==> src/rtl/mdio_access_arbiter_pkg.sv <==
// -----------------------------------------------------------------------------
// mdio_access_arbiter_pkg
//  Shared definitions for the MDIO access arbiter:
//   - sequencer state encoding (IDLE/ISSUE/WAIT/DONE)
//   - clause-22 MDIO command word field offsets
//   - position of the read-data-valid flag in the engine result word
//   - helper to size the round-robin pointer / owner index
//  No ports (package).
// -----------------------------------------------------------------------------
package mdio_access_arbiter_pkg;

  typedef enum logic [1:0] {
    ST_IDLE  = 2'd0,
    ST_ISSUE = 2'd1,
    ST_WAIT  = 2'd2,
    ST_DONE  = 2'd3
  } arb_state_t;

  // Command word layout: ST[31:30] OP[29:28] PHYAD[27:23] REGAD[22:18] TA[17:16] DATA[15:0]
  localparam int CMD_ST_LSB    = 30;
  localparam int CMD_OP_LSB    = 28;
  localparam int CMD_PHYAD_LSB = 23;
  localparam int CMD_REGAD_LSB = 18;
  localparam int CMD_TA_LSB    = 16;
  localparam int CMD_DATA_LSB  = 0;

  // Engine result word: bit 24 flags valid read data
  localparam int RDATA_VALID_BIT = 24;

  // Index width for n requesters; never below one bit
  function automatic int ptr_width(input int n);
    return (n <= 2) ? 1 : $clog2(n);
  endfunction

endpackage

==> src/rtl/mdio_access_arbiter_rr_arbiter.sv <==
// -----------------------------------------------------------------------------
// mdio_access_arbiter_rr_arbiter
//  Combinational round-robin pick: first set request bit at or after the
//  pointer, wrapping at NUM_REQ.
//  Ports:
//   req  in  NUM_REQ  request vector
//   ptr  in  PTR_W    highest-priority requester index
//   gnt  out NUM_REQ  one-hot winner (all zero when no request)
//   idx  out PTR_W    winner index (0 when no request)
// -----------------------------------------------------------------------------
module mdio_access_arbiter_rr_arbiter
  import mdio_access_arbiter_pkg::*;
#(
  parameter int NUM_REQ = 4,
  parameter int PTR_W   = ptr_width(NUM_REQ)
) (
  input  logic [NUM_REQ-1:0] req,
  input  logic [PTR_W-1:0]   ptr,
  output logic [NUM_REQ-1:0] gnt,
  output logic [PTR_W-1:0]   idx
);

  logic             found;
  logic [PTR_W-1:0] k;

  always_comb begin
    gnt   = '0;
    idx   = '0;
    found = 1'b0;
    k     = '0;
    for (int i = 0; i < NUM_REQ; i++) begin
      k = PTR_W'((int'(ptr) + i) % NUM_REQ);
      if (!found && req[k]) begin
        gnt[k] = 1'b1;
        idx    = k;
        found  = 1'b1;
      end
    end
  end

endmodule

==> src/rtl/mdio_access_arbiter.sv <==
// -----------------------------------------------------------------------------
// mdio_access_arbiter
//  Round-robin sequencer sharing one MDIO management engine among NUM_REQ
//  requesters. One command in flight; result and a done pulse go back to the
//  owner. Single clock OPB_CLK, synchronous active-high OPB_RST.
//
//  Optional build macro: MDIO_ARB_TIMEOUT_EN
//   defined   - outstanding command abandoned after TIMEOUT_CYC cycles in
//               ISSUE/WAIT (err_o=1, rdata_o=0, normal done pulse)
//   undefined - waits indefinitely, err_o tied 0
//
//  Ports:
//   OPB_CLK      in   clock
//   OPB_RST      in   synchronous reset, active high
//   req_i        in   level request per requester
//   cmd_i        in   command words, requester k at [32k+31:32k]
//   gnt_o        out  one-hot owner, grant through done cycle
//   done_o       out  one-cycle completion pulse to owner
//   rdata_o      out  engine result, held until next done
//   err_o        out  timeout flag, valid with done_o
//   eng_valid_o  out  command valid to engine
//   eng_ready_i  in   engine accepts command
//   eng_cmd_o    out  latched command word
//   eng_done_i   in   engine completion pulse
//   eng_rdata_i  in   engine result word
//
//  state  | meaning
//  IDLE   | no owner; pick winner and latch its command
//  ISSUE  | eng_valid_o high, waiting for eng_ready_i
//  WAIT   | command accepted, waiting for eng_done_i
//  DONE   | done_o pulse to owner; release grant, advance pointer
// -----------------------------------------------------------------------------
module mdio_access_arbiter
  import mdio_access_arbiter_pkg::*;
#(
  parameter int NUM_REQ     = 4,
  parameter int TIMEOUT_CYC = 65535
) (
  input  logic                  OPB_CLK,
  input  logic                  OPB_RST,
  input  logic [NUM_REQ-1:0]    req_i,
  input  logic [32*NUM_REQ-1:0] cmd_i,
  output logic [NUM_REQ-1:0]    gnt_o,
  output logic [NUM_REQ-1:0]    done_o,
  output logic [31:0]           rdata_o,
  output logic                  err_o,
  output logic                  eng_valid_o,
  input  logic                  eng_ready_i,
  output logic [31:0]           eng_cmd_o,
  input  logic                  eng_done_i,
  input  logic [31:0]           eng_rdata_i
);

  localparam int PTR_W = ptr_width(NUM_REQ);

  if (NUM_REQ < 2 || NUM_REQ > 8 || TIMEOUT_CYC < 2) begin : g_param_check
    $error("mdio_access_arbiter: NUM_REQ must be 2..8 and TIMEOUT_CYC >= 2");
  end

  arb_state_t         state;
  logic [PTR_W-1:0]   rr_ptr;
  logic [PTR_W-1:0]   owner_idx;
  logic [NUM_REQ-1:0] win_gnt;
  logic [PTR_W-1:0]   win_idx;
  logic [PTR_W-1:0]   next_ptr;

  mdio_access_arbiter_rr_arbiter #(
    .NUM_REQ (NUM_REQ),
    .PTR_W   (PTR_W)
  ) u_rr_arbiter (
    .req (req_i),
    .ptr (rr_ptr),
    .gnt (win_gnt),
    .idx (win_idx)
  );

  assign next_ptr = (owner_idx == PTR_W'(NUM_REQ - 1)) ? '0 : owner_idx + PTR_W'(1);

`ifdef MDIO_ARB_TIMEOUT_EN
  localparam int TMR_W = $clog2(TIMEOUT_CYC + 1);

  logic [TMR_W-1:0] tmr_cnt;
  logic             tmr_expired;

  // Loaded on grant so the TIMEOUT_CYC-th cycle spent in ISSUE/WAIT sees zero
  always_ff @(posedge OPB_CLK) begin
    if (OPB_RST) begin
      tmr_cnt <= '0;
    end else if (state == ST_IDLE) begin
      tmr_cnt <= TMR_W'(TIMEOUT_CYC - 1);
    end else if ((state == ST_ISSUE || state == ST_WAIT) && tmr_cnt != '0) begin
      tmr_cnt <= tmr_cnt - TMR_W'(1);
    end
  end

  assign tmr_expired = (state == ST_ISSUE || state == ST_WAIT) && (tmr_cnt == '0);
`else
  assign err_o = 1'b0;
`endif

  always_ff @(posedge OPB_CLK) begin
    if (OPB_RST) begin
      state       <= ST_IDLE;
      rr_ptr      <= '0;
      owner_idx   <= '0;
      gnt_o       <= '0;
      done_o      <= '0;
      rdata_o     <= '0;
      eng_valid_o <= 1'b0;
      eng_cmd_o   <= '0;
`ifdef MDIO_ARB_TIMEOUT_EN
      err_o       <= 1'b0;
`endif
    end else begin
      case (state)
        ST_IDLE: begin
          done_o <= '0;
          if (|req_i) begin
            gnt_o       <= win_gnt;
            owner_idx   <= win_idx;
            eng_cmd_o   <= cmd_i[32*int'(win_idx) +: 32];
            eng_valid_o <= 1'b1;
            state       <= ST_ISSUE;
          end
        end
        ST_ISSUE: begin
          // An accept in the expiry cycle still counts; the command is with the engine
          if (eng_ready_i) begin
            eng_valid_o <= 1'b0;
            state       <= ST_WAIT;
          end
`ifdef MDIO_ARB_TIMEOUT_EN
          else if (tmr_expired) begin
            eng_valid_o <= 1'b0;
            rdata_o     <= '0;
            err_o       <= 1'b1;
            done_o      <= gnt_o;
            state       <= ST_DONE;
          end
`endif
        end
        ST_WAIT: begin
          // Completion wins over expiry in the same cycle
          if (eng_done_i) begin
            rdata_o <= eng_rdata_i;
            done_o  <= gnt_o;
`ifdef MDIO_ARB_TIMEOUT_EN
            err_o   <= 1'b0;
`endif
            state   <= ST_DONE;
          end
`ifdef MDIO_ARB_TIMEOUT_EN
          else if (tmr_expired) begin
            rdata_o <= '0;
            err_o   <= 1'b1;
            done_o  <= gnt_o;
            state   <= ST_DONE;
          end
`endif
        end
        ST_DONE: begin
          done_o <= '0;
          gnt_o  <= '0;
          rr_ptr <= next_ptr;
          state  <= ST_IDLE;
        end
        default: state <= ST_IDLE;
      endcase
    end
  end

endmodule

==> config.mk <==
export PLATFORM = sky130hd
export DESIGN_NAME = mdio_access_arbiter
export DESIGN_NICKNAME = d
export VERILOG_FILES = /design/src/rtl/mdio_access_arbiter_pkg.sv /design/src/rtl/mdio_access_arbiter_rr_arbiter.sv /design/src/rtl/mdio_access_arbiter.sv
export SDC_FILE = /design/constraint.sdc
export NUM_CORES = 1
export LEC_CHECK = 0
export BUFFER_PORTS_ARGS = -buffer_cell sky130_fd_sc_hd__buf_2
export CORE_MARGIN = 2
export CORE_UTILIZATION = 40
export DETAILED_ROUTE_END_ITERATION = 8
export GPL_ROUTABILITY_DRIVEN = 0
export GPL_TIMING_DRIVEN = 1
export PLACE_DENSITY_LB_ADDON = 0.05
export SYNTH_ARGS = -nofsm -noshare
export SYNTH_HDL_FRONTEND = slang
export SYNTH_HIERARCHICAL = 1
export SYNTH_SLANG_ARGS = --single-unit
==> constraint.sdc <==
create_clock -name OPB_CLK -period 2.7 [get_ports OPB_CLK]
set_input_delay 0.135 -clock OPB_CLK [delete_from_list [all_inputs] [get_ports OPB_CLK]]
set_output_delay 0.135 -clock OPB_CLK [all_outputs]
set_load 0.01 [all_outputs]
==> metrics.md <==
| Metric | Value |
|---|---|
| Fraction of layout cells with a size suffix above 1 | between 50 and 60% |
| Synthesis-stage register bit count | 79 |
| Drt first pass iters | 4 |
| TritonCTS clock tree | built |
| Sequential share of power | 33.0% |
| Leakage Power | 2.79 nW |
| CP Buf/Inv Count | 3 |
| Internal power | 3.18 mW |
| Antenna diode count | 0 |
| Tcrit/Tclk final | a little over nine tenths |
| Congestion Overflow GR | 0 |
| Clock Power Share | 19.1% |
| Hold WS | 19.2 ps |
| WP data required | about 3000 ps |
| Synth cell types | 46 |
| Initial antenna violation count | 0 |
| DP Wirelength | 9650 µm |
| Vias in the first global route | 4165 |
| H-Tree Depth | 3 |
| Worst-path fanout max | 13 |
| Worst skew pair latency | about 360 ps |
| Largest net degree at the start of global routing | 34 |
| Met2 wire len | 6660 µm |
| Die W | 106 µm |
| Synth Instances | 390 |
| Synth area leader | dfxtp_1 |
| Area contributors post-synth | dfxtp_1 (38%), mux4_2 (20%), nand2_1 (7.3%) |
| Post-route cell area | 6120 µm² |
| Pwr Density | 817 nW/µm² |
| Ports | 242 |
| # clock sinks | 79 |
| Non-filler cells, final | 803 |
| TNS Setup | 0 ps |
| Core Box Area | 10200 µm² |
| Vias per Instance | around 5.1 |
| CP endpoint kind | register |
| Crit-path slowest cell | mux4_2 |
| Status | finished, final reports clean |
| Worst hold path type | in2reg |
| Fmax | about 0.39 GHz |
| Fin. max-slew vios | 0 |
| MaxCap Viol Count | 0 |
| Crit path time final | 2590 ps |
| Die ar. | 11200 µm² |
| Predominant post-synthesis flop cell | dfxtp_1 |
| Fin nets | approximately 840 |
| DRT iter0 DRCs | 183 |
| Initial core utilization | 40.8% |
| Drt wl/cell | 16.2 µm |
| Area delta synth->final | 47.4% |
| Met1 WL | slightly above 5000 µm |
| DP Area | 5560 µm² |
| Sw Ratio | between 30% and 40% |
| Placed Cells incl. Taps | 754 |
| Max incr delay on CP | 510 ps |
| Max-Slew Margin vs Limit | around 53% |
| Synth top cells by count | nand2_1 (81), dfxtp_1 (79), a21oi_1 (40), mux4_2 (36), a22o_2 (19) |
| WL final | 13000 µm |
| Die height | between 100 and 150 µm |
| Top sig layer | met4 |
| Worst path cell trace | mux4_2 > buf_4 > nor2b_4 > buf_4 > a221oi_4 > o2bb2ai_4 > buf_12 > mux4_2 > a22o_1 |
| Row cnt | 37 |
| Crit path launch type | register |
| Clock Tree Root | clkbuf_8 |
| CP Depth | 9 |
| CTS max path bufs | 2 |
| Worst Path Arrival | 2850 ps |
| Syn Nets | 569 |
| Synth top area share | 38.1% |
| EDFF count, synth | 0 |
| Final setup violation count | 0 |
| Avg Inst Size Synth | approximately 11 µm² |
| Largest vdd supply drop | 0.457 mV |
| IO Port Bufs | 240 |
| CP top delay family | multiplexers |
| Synth warn | 6 |
| Hold Crit Depth | 3 |
| Clock Pin Slew Worst Setup and Hold Paths | 90 ps |
| Final setup skew | between 10 and 15 ps |
| Most common cell in the netlist | nand2_1 |
| DRC | 0 |
| Total Power | 5.00 mW |
| First-pass GRT wire length | 20300 µm |
| Worst-margin pin slew | 701 ps |
| Sequential-to-total area share from yosys stat | a little under two fifths |
| DR vias | around 4100 |
| Total GRT Usage | 22.7% |
| Unrepaired setup endpoints after global routing | false |
| Hold Violations, Final | 0 |
| Met3 Wirelength | between 900 and 1000 µm |
| Post-route ant nets | 0 |
| Synth async-reset ratio | 0% |
| TritonCTS buffer count | 9 |
| NetSw | 1.83 mW |
| Worst R2R Path Depth | 9 |
| Critical path type | reg2reg |
| FILL cells | approximately 900 |
| Comb pwr share | 47.9% |
| Mapped Area | 4150 µm² |
==> cell type report <==
type | count | area, µm² | share of cell area (%)
Multi-Input combinational cell | 273 | 2380 | 38.9
Timing Repair Buffer | 293 | 1750 | 28.5
Sequential cell | 79 | 1590 | 26.0
Tap cell | 136 | 170 | 2.78
Clock buffer | 9 | 124 | 2.02
Clock inverter | 7 | 86.3 | 1.41
Inverter | 6 | 25.0 | 0.409
==> worst reg2reg max path, stage by stage, from the launching register on <==
cell and delay (ps):
dfxtp_4 400, mux4_2 510, buf_4 160, nor2b_4 120, buf_4 160, a221oi_4 320
o2bb2ai_4 120, buf_12 170, mux4_2 290, a22o_1 240
==> stage by stage <==
| stage | setup WS (ps) | utilization [%] |
|---|---|---|
| global placement | 93.6 | 54.6 |
| detailed placement | 8.71 | 54.6 |
| floorplan | -18.4 | - |
| global route | 19.6 | 60.1 |
| CTS | 26.8 | 59.7 |
| finish | 108 | 60.1 |
==> logic make-up after synthesis <==
group	count (synthesis)	share of synthesized area, %
multiplexers	41	20.8
other	1	0.0903
flip-flops	79	38.1
adder cells (fa/ha/maj)	11	3.31
AO/OA/AOI/OAI	100	18.2
AND/OR/NAND/NOR	120	13.6
buffers and inverters	38	5.94
==> registers in the layout, summed over array words and instances (netlist names) <==
signal,flops
done_o,4
eng_cmd_o,32
eng_valid_o,1
gnt_o,4
owner_idx,2
rdata_o,32
rr_ptr,2
state,2
==> per-layer routing <==
layer  up-vias  GRT usage [%]
met5         -              0
met4         0           8.27
met3        21           6.19
met2       146           40.6
met1      1961           26.0
li1       1978              -
==> power by group through the flow <==
| stage | registers (mW) | logic [mW] | clock network (mW) |
|---|---|---|---|
| after detailed placement | 1.67 | 2.33 | 0 |
| after global placement | 1.67 | 2.30 | 0 |
| final | 1.65 | 2.40 | 0.956 |
| after CTS | 1.65 | 2.40 | 0.982 |
| after global routing | 1.69 | 2.61 | 1.02 |
| after floorplan | 1.80 | 1.47 | 0 |
==> timing repair <==
| item | in CTS | in global routing |
|---|---|---|
| setup endpoints to repair | 1 | 28 |
| hold buffers | 29 | 0 |
| buffers inserted | 1 | 3 |
| endpoints found under the hold margin | 29 | 0 |
| pin swaps | 1 | 1 |
| gates resized for setup | 0 | 3 |
==> path summary, 6_finish.rpt <==
check / startpoint / endpoint / slack [ps]
setup / recovery: rr_ptr[0] / eng_cmd_o[30] / 110
hold / removal: eng_rdata_i[16] / rdata_o[16] / 20
setup reg to reg: rr_ptr[0] / eng_cmd_o[30] / 110
hold reg to reg: rdata_o[16] / rdata_o[16] / 450
==> cells in the final DEF, fill, tap and decap left out, drive strengths merged <==
master,count
nand3b,2
o41a,1
and3,3
ha,11
nor2b,11
o2bb2ai,5
clkinv,1
a21oi,40
a2111oi,2
and2,1
clkinvlp,1
bufinv,1
mux2i,4
a22o,32
a211oi,2
buf,264
nand2,81
nand3,2
o32ai,3
dlygate4sd3,29
a211o,1
o31ai,1
nand2b,7
o22ai,1
nor3,2
clkbuf,9
o41ai,1
mux4,36
o21ai,5
mux2,1
a221oi,5
conb,1
dfxtp,79
nor2,10
inv,10
nor4,1
o211ai,1
No activity file was read; power rests on OpenSTA's default activity.
